`config.mk`:
```
export PLATFORM = sky130hd
export DESIGN_NAME = wb_port_arbiter_flat
export DESIGN_NICKNAME = d
export VERILOG_FILES = /design/src/rtl/wb_port_arbiter_if.sv /design/src/rtl/wb_port_arbiter.sv /design/src/flat_wrapper.sv
export SDC_FILE = /design/constraint.sdc
export NUM_CORES = 1
export LEC_CHECK = 0
export CAP_MARGIN = 10
export CORE_AREA = 2 2 147 92
export CTS_BUF_LIST = sky130_fd_sc_hd__clkbuf_8
export CTS_CLUSTER_DIAMETER = 50
export CTS_CLUSTER_SIZE = 10
export DETAILED_ROUTE_END_ITERATION = 6
export DIE_AREA = 0 0 149 94
export PLACE_DENSITY = 0.64
export SYNTH_ARGS = -nofsm -noshare
export SYNTH_HDL_FRONTEND = slang
export SYNTH_SLANG_ARGS = --single-unit
```
`constraint.sdc`:
```
create_clock -name clk -period 3.1 [get_ports clk]
set_input_delay 0.62 -clock clk [delete_from_list [all_inputs] [get_ports clk]]
set_output_delay 0.62 -clock clk [all_outputs]
set_load 0.005 [all_outputs]
```
`src/rtl/wb_port_arbiter_if.sv`:
```
// -----------------------------------------------------------------------------
// wb_port_arbiter_if
//   Bundles the signals around the register-file write port arbiter:
//   - wb_*       : instruction leaving MEM/WB (pipeline write-back request)
//   - lu_*       : valid/ready handshake from the long-latency unit
//   - rf_*       : register-file write port
//   - pipe_stall : one-cycle freeze request to the pipeline
//   - pend_mask  : destinations currently held in the arbiter's buffer
//   master = pipeline/long-latency side (drives requests),
//   slave  = arbiter side (drives the write port and status).
// -----------------------------------------------------------------------------
interface wb_port_arbiter_if;
  logic [31:0] wb_mem_data;
  logic [31:0] wb_alu_o;
  logic [4:0]  wb_rd;
  logic        wb_mem2reg;
  logic        wb_regs_write;

  logic        lu_valid;
  logic        lu_ready;
  logic [4:0]  lu_rd;
  logic [31:0] lu_data;

  logic        rf_we;
  logic [4:0]  rf_waddr;
  logic [31:0] rf_wdata;

  logic        pipe_stall;
  logic [31:0] pend_mask;

  modport master (
    output wb_mem_data, wb_alu_o, wb_rd, wb_mem2reg, wb_regs_write,
    output lu_valid, lu_rd, lu_data,
    input  lu_ready, rf_we, rf_waddr, rf_wdata, pipe_stall, pend_mask
  );

  modport slave (
    input  wb_mem_data, wb_alu_o, wb_rd, wb_mem2reg, wb_regs_write,
    input  lu_valid, lu_rd, lu_data,
    output lu_ready, rf_we, rf_waddr, rf_wdata, pipe_stall, pend_mask
  );
endinterface

```
`src/rtl/wb_port_arbiter.sv`:
```
// -----------------------------------------------------------------------------
// wb_port_arbiter
//   Shares the single register-file write port between the in-order
//   write-back stage and a long-latency unit. Long-latency results are held
//   in a 2-entry FIFO and written in idle write-back slots; a head entry that
//   stays blocked for STARVE_LIMIT cycles freezes the pipeline for one cycle
//   to force its write.
// Ports
//   clk  : rising-edge clock
//   rst  : asynchronous active-high reset
//   bus  : wb_port_arbiter_if.slave (wb_* in, lu_* handshake, rf_* out,
//          pipe_stall, pend_mask)
// -----------------------------------------------------------------------------
module wb_port_arbiter #(
  parameter int unsigned STARVE_LIMIT = 4  // legal range 1..15
) (
  input  logic               clk,
  input  logic               rst,
  wb_port_arbiter_if.slave   bus
);

  typedef enum logic [1:0] {
    ST_IDLE  = 2'd0,
    ST_WAIT  = 2'd1,
    ST_STEAL = 2'd2
  } state_e;

  localparam logic [3:0] AGE_MAX = 4'(STARVE_LIMIT - 1);

  state_e      state_q, state_d;
  logic [1:0]  count_q, count_d;
  logic        head_q, head_d;
  logic        tail_q, tail_d;
  logic [3:0]  age_q, age_d;
  logic        pipe_stall_q, pipe_stall_d;

  // FIFO payload carries no reset: occupancy is tracked by count_q alone.
  logic [4:0]  fifo_rd_q   [2];
  logic [31:0] fifo_data_q [2];

  logic slot_busy, in_steal, has_head, lu_ready_c;
  logic push, pop, grant_pipe;

  always_comb begin
    slot_busy  = bus.wb_regs_write && (bus.wb_rd != 5'd0);
    in_steal   = (state_q == ST_STEAL);
    has_head   = (count_q != 2'd0);
    // Ready looks at the pre-edge count: a full FIFO refuses even if it pops.
    lu_ready_c = !rst && (count_q != 2'd2);
    // x0 results complete the handshake but are dropped.
    push       = bus.lu_valid && lu_ready_c && (bus.lu_rd != 5'd0);
    pop        = !rst && has_head && (in_steal || !slot_busy);
    grant_pipe = !rst && !in_steal && slot_busy;
  end

  // Write-port mux
  always_comb begin
    bus.rf_we    = 1'b0;
    bus.rf_waddr = 5'd0;
    bus.rf_wdata = 32'd0;
    if (pop) begin
      bus.rf_we    = 1'b1;
      bus.rf_waddr = fifo_rd_q[head_q];
      bus.rf_wdata = fifo_data_q[head_q];
    end else if (grant_pipe) begin
      bus.rf_we    = 1'b1;
      bus.rf_waddr = bus.wb_rd;
      bus.rf_wdata = bus.wb_mem2reg ? bus.wb_mem_data : bus.wb_alu_o;
    end
  end

  always_comb begin
    bus.lu_ready   = lu_ready_c;
    bus.pipe_stall = pipe_stall_q;
    bus.pend_mask  = 32'd0;
    if (count_q != 2'd0) bus.pend_mask[fifo_rd_q[head_q]]  = 1'b1;
    if (count_q == 2'd2) bus.pend_mask[fifo_rd_q[~head_q]] = 1'b1;
    bus.pend_mask[0] = 1'b0;
  end

  // Next-state for pointers, age and FSM
  always_comb begin
    count_d      = count_q + {1'b0, push} - {1'b0, pop};
    head_d       = pop  ? ~head_q : head_q;
    tail_d       = push ? ~tail_q : tail_q;
    age_d        = age_q;
    state_d      = state_q;
    pipe_stall_d = 1'b0;

    if (pop || !has_head) begin
      age_d = 4'd0;
    end else if (state_q == ST_WAIT) begin
      age_d = age_q + 4'd1;
    end

    case (state_q)
      ST_STEAL: begin
        // Never chains into another steal; a remaining entry restarts at age 0.
        state_d = (count_d != 2'd0) ? ST_WAIT : ST_IDLE;
      end
      default: begin
        if ((state_q == ST_WAIT) && has_head && !pop && (age_q == AGE_MAX)) begin
          state_d      = ST_STEAL;
          pipe_stall_d = 1'b1;
        end else begin
          state_d = (count_d != 2'd0) ? ST_WAIT : ST_IDLE;
        end
      end
    endcase
  end

  always_ff @(posedge clk or posedge rst) begin
    if (rst) begin
      state_q      <= ST_IDLE;
      count_q      <= 2'd0;
      head_q       <= 1'b0;
      tail_q       <= 1'b0;
      age_q        <= 4'd0;
      pipe_stall_q <= 1'b0;
    end else begin
      state_q      <= state_d;
      count_q      <= count_d;
      head_q       <= head_d;
      tail_q       <= tail_d;
      age_q        <= age_d;
      pipe_stall_q <= pipe_stall_d;
    end
  end

  always_ff @(posedge clk) begin
    if (push) begin
      fifo_rd_q[tail_q]   <= bus.lu_rd;
      fifo_data_q[tail_q] <= bus.lu_data;
    end
  end

endmodule

```
`src/flat_wrapper.sv`:
```
// flat-port wrapper written by rule: the top's interface ports become plain ports
module wb_port_arbiter_flat 
#(
  parameter int unsigned STARVE_LIMIT = 4                      
)
  (clk, rst, bus_wb_mem_data, bus_wb_alu_o, bus_wb_rd, bus_wb_mem2reg, bus_wb_regs_write, bus_lu_valid, bus_lu_rd, bus_lu_data, bus_lu_ready, bus_rf_we, bus_rf_waddr, bus_rf_wdata, bus_pipe_stall, bus_pend_mask);
  wb_port_arbiter_if bus_i ();
  input  logic clk;
  input  logic rst;
  input wire logic [$bits(bus_i.wb_mem_data)-1:0] bus_wb_mem_data;
  input wire logic [$bits(bus_i.wb_alu_o)-1:0] bus_wb_alu_o;
  input wire logic [$bits(bus_i.wb_rd)-1:0] bus_wb_rd;
  input wire logic [$bits(bus_i.wb_mem2reg)-1:0] bus_wb_mem2reg;
  input wire logic [$bits(bus_i.wb_regs_write)-1:0] bus_wb_regs_write;
  input wire logic [$bits(bus_i.lu_valid)-1:0] bus_lu_valid;
  input wire logic [$bits(bus_i.lu_rd)-1:0] bus_lu_rd;
  input wire logic [$bits(bus_i.lu_data)-1:0] bus_lu_data;
  output wire logic [$bits(bus_i.lu_ready)-1:0] bus_lu_ready;
  output wire logic [$bits(bus_i.rf_we)-1:0] bus_rf_we;
  output wire logic [$bits(bus_i.rf_waddr)-1:0] bus_rf_waddr;
  output wire logic [$bits(bus_i.rf_wdata)-1:0] bus_rf_wdata;
  output wire logic [$bits(bus_i.pipe_stall)-1:0] bus_pipe_stall;
  output wire logic [$bits(bus_i.pend_mask)-1:0] bus_pend_mask;
  assign bus_i.wb_mem_data = bus_wb_mem_data;
  assign bus_i.wb_alu_o = bus_wb_alu_o;
  assign bus_i.wb_rd = bus_wb_rd;
  assign bus_i.wb_mem2reg = bus_wb_mem2reg;
  assign bus_i.wb_regs_write = bus_wb_regs_write;
  assign bus_i.lu_valid = bus_lu_valid;
  assign bus_i.lu_rd = bus_lu_rd;
  assign bus_i.lu_data = bus_lu_data;
  assign bus_lu_ready = bus_i.lu_ready;
  assign bus_rf_we = bus_i.rf_we;
  assign bus_rf_waddr = bus_i.rf_waddr;
  assign bus_rf_wdata = bus_i.rf_wdata;
  assign bus_pipe_stall = bus_i.pipe_stall;
  assign bus_pend_mask = bus_i.pend_mask;
  wb_port_arbiter #(.STARVE_LIMIT(STARVE_LIMIT)) u_core (.clk(clk), .rst(rst), .bus(bus_i));
endmodule
```
==> results.sh <==
export IMPL_drv_slew=0
export IMPL_ys_ff_latch=84
export IMPL_r2r_start="u_core.count_q[1]"
export IMPL_whs_ns=0.561
export IMPL_dp_slack_ns=-0.392
export IMPL_skew_ns=0.00492
export IMPL_synthArstFlopShare=0.119
export IMPL_startpoint="bus_wb_rd[0]"
export IMPL_worstPathBufferInverterCount=4
export IMPL_status="finished, final reports clean"
export IMPL_synth_area_leaders="edfxtp_1 51%, mux2i_1 17%, o22ai_1 7.6%"
export IMPL_dr_pass1_iters=4
export IMPL_synth_avg_cell_area_um2=13.0
export IMPL_die_w_um=149
export IMPL_path_clk_slew_ns=0.08
export IMPL_hold_viol=0
export IMPL_clock_root_buffer="clkbuf_8"
export IMPL_route_detailed_drc=0
export IMPL_seq_area_frac_synth=0.569
export IMPL_max_cap_viol_count=0
export IMPL_synth_adder_area_share=0.00864
export IMPL_core_area_um2=12600
export IMPL_path_cells="dlygate4sd2_1 -> or4_4 -> o221ai_4 -> nand2_2 -> buf_4 -> buf_12 -> o22ai_1 -> dlygate4sd2_1"
export IMPL_yosys_area_share_simple=0.0553
export IMPL_worstPathRequired_ns=2.48
export IMPL_cp_top_family="buffers and inverters"
export IMPL_grt_overflow=0
export IMPL_max_freq_ghz=0.329
export IMPL_critPathKind="input pin to primary output"
export IMPL_swShare=0.337
export IMPL_synth_area_mux_share=0.171
export IMPL_cts_tree="done"
export IMPL_fin_nets=645
export IMPL_mappedNetlistNets=448
export IMPL_via_count=3599
export IMPL_synth_compound_area_frac=0.147
export IMPL_synth_xor_area_share=0.0141
export IMPL_synthesis_area_um2=4350
export IMPL_cts_max_path_buffers=2
export IMPL_path_max_fanout=17
export IMPL_synth_cell_type_count=33
export IMPL_power_density_nw_per_um2=585
export IMPL_ys_flop_type="edfxtp_1"
export IMPL_boundaryPins=183
export IMPL_insertion_delay_ns=0.35
export IMPL_synth_top_area_cell="edfxtp_1"
export IMPL_final_cell_area_um2=6740
export IMPL_post_dp_cell_area_um2=6450
export IMPL_final_antenna_net_count=0
export IMPL_p_clk_frac=0.182
export IMPL_htreeDepth=3
export IMPL_final_layout_size_suffix_gt1_frac=0.144
export IMPL_cts_hold_buf=0
export IMPL_grt_pass1_wl_um=18900
export IMPL_die_h_um=94
export IMPL_power_mw=3.94
export IMPL_antenna_found_initial=0
export IMPL_internal_power_mw=2.62
export IMPL_synth_edff_count=74
export IMPL_grt_pass1_vias=3691
export IMPL_relSlewSlack=0.654
export IMPL_cts_num_sinks=84
export IMPL_placementRows=32
export IMPL_drt_initial_drc_count=145
export IMPL_synth_most_common_cell="edfxtp_1"
export IMPL_dp_hpwl_um=8880
export IMPL_cts_buffers=9
export IMPL_start_util=0.346
export IMPL_die_area_um2=14000
export IMPL_post_route_min_period_ns=3.04
export IMPL_timing_final_crit_share=0.980
export IMPL_hold_path_startpoint="u_core.age_q[3]"
export IMPL_holdCritPathClass="register to register"
export IMPL_worst_pin_slew_ns=0.505
export IMPL_grt_max_degree=33
export IMPL_ir_worst_vdd_mv=0.268
export IMPL_synth_top_family_by_area="multiplexers"
export IMPL_cp_common_cell="dlygate4sd2_1"
export IMPL_netlist_instances=334
export IMPL_cp_slowest_stage_delay_ns=0.55
export IMPL_netSwitchingPower_mw=1.33
export IMPL_finalSetupTns_ns=0
export IMPL_synth_top_area_share=0.511
export IMPL_worst_setup_path_start_kind="input pin"
export IMPL_diodes=0
export IMPL_setup_viol_count_final=0
export IMPL_critical_path_endpoint_type="primary output"
export IMPL_port_buffers=181
export IMPL_seq_power_share=0.388
export IMPL_synth_common_cells="74 x edfxtp_1, 72 x mux2i_1, 53 x o22ai_1"
export IMPL_layout_setup_ws_ns=0.0631
export IMPL_yosysWarnings=0
export IMPL_critPathArrivalTime_ns=2.42
export IMPL_p_leak_nw=2.59
export IMPL_critical_path_slowest_cell="or4_4"
export IMPL_wl_um=12200
export IMPL_gp_congestion=0.841
export IMPL_area_delta_synth_final_pct=55.2
export IMPL_grt_setup_unrepaired="no"
export IMPL_wire_per_inst_um=17.3
export IMPL_grt_use_total=0.178
export IMPL_viasPerCell=5.10
export IMPL_power_frac_comb=0.430
-- stage by stage --
stage | std cells | utilization
floorplan | 334 | -
global placement | 681 | 0.513
detailed placement | 681 | 0.513
CTS | 702 | 0.535
global route | 706 | 0.536
finish | 706 | 0.536
-- worst min-delay path, delay by kind of cell, from the launching register on --
family           cells  cell delay [ns]
XOR/XNOR             1             0.08
AND/OR/NAND/NOR      1             0.07
flip-flops           1             0.37
-- path summary, 6_finish.rpt --
check                                    endpoint  slack (ns)  cells past startpoint
worst max-delay path             bus_rf_wdata[15]        0.06                      8
worst min register to register    u_core.age_q[3]        0.56                      2
worst min-delay path              u_core.age_q[3]        0.56                      2
max in group asynchronous           u_core.head_q        2.14                      3
min in group asynchronous         u_core.age_q[0]        0.80                      3
worst max register to register  u_core.state_q[0]        0.69                     11
-- per-layer routing --
layer / share of wire / wire length, um / global-route usage
met2: 0.46 / 5590 / 0.286
met4: 0.0092 / 113 / 0.0508
met5: 0 / 0 / 0
met3: 0.080 / 977 / 0.0485
met1: 0.45 / 5570 / 0.237
-- logic make-up (layout without fill, tap and decap cells) --
family / Yosys count / after routing
flops: 84 / 84
compound gates: 83 / 83
mux: 74 / 74
simple gates: 52 / 52
buf+inv: 30 / 232
xor+xnor: 7 / 7
fa+ha+maj: 3 / 3
other cells: 1 / 1
-- power by group through the flow --
stage	Combinational (mW)	Sequential, mW	Clock, mW
3_3_place_gp	1.63	1.55	0
5_1_grt	1.84	1.55	0.788
2_1_floorplan	0.981	1.50	0
4_1_cts	1.65	1.54	0.742
6_report	1.69	1.53	0.718
3_5_place_dp	1.66	1.56	0
-- flip-flops by register name, summed over array words and instances, names as in the netlist --
name / flops
u_core.fifo_data_q: 64
u_core.head_q: 1
u_core.count_q: 2
u_core.fifo_rd_q: 10
u_core.age_q: 4
u_core.state_q: 1
u_core.bus.pipe_stall: 1
u_core.tail_q: 1
-- layout by cell type, fill, tap and decap left out, drive strengths merged --
| master | instances |
|---|---|
| bufinv | 1 |
| a21oi | 3 |
| a21o | 1 |
| o221ai | 1 |
| dfrtp | 10 |
| edfxtp | 74 |
| o32ai | 6 |
| a2bb2o | 1 |
| clkdlybuf4s15 | 14 |
| or3 | 3 |
| conb | 1 |
| inv | 14 |
| nand2b | 4 |
| clkinv | 2 |
| nand4 | 2 |
| o2bb2ai | 6 |
| mux2i | 72 |
| o22ai | 63 |
| clkbuf | 16 |
| nand2 | 24 |
| o22a | 1 |
| dlygate4sd2 | 15 |
| xnor2 | 5 |
| mux2 | 2 |
| o211ai | 1 |
| nor2b | 2 |
| xor2 | 2 |
| or4 | 2 |
| nand3b | 1 |
| clkdlybuf4s50 | 139 |
| nor2 | 14 |
| ha | 3 |
| buf | 31 |
-- repair_timing --
action	4_1_cts	5_1_grt
endpoints found under the setup margin	69	38
cloned	2	0
pin swaps	3	1
gates resized for setup	80	18
hold endpoints to repair	0	0
buffers inserted	3	4
-- layout make-up --
cell class,instances,area [um^2]
clock buffer,9,124
clock inverter,7,55.1
fill,1111,5830
inverter,10,37.5
multi-input combinational,220,1790
sequential,84,2480
tap,170,213
timing repair buffer,206,2050
No activity file was read; power rests on OpenSTA's default activity.
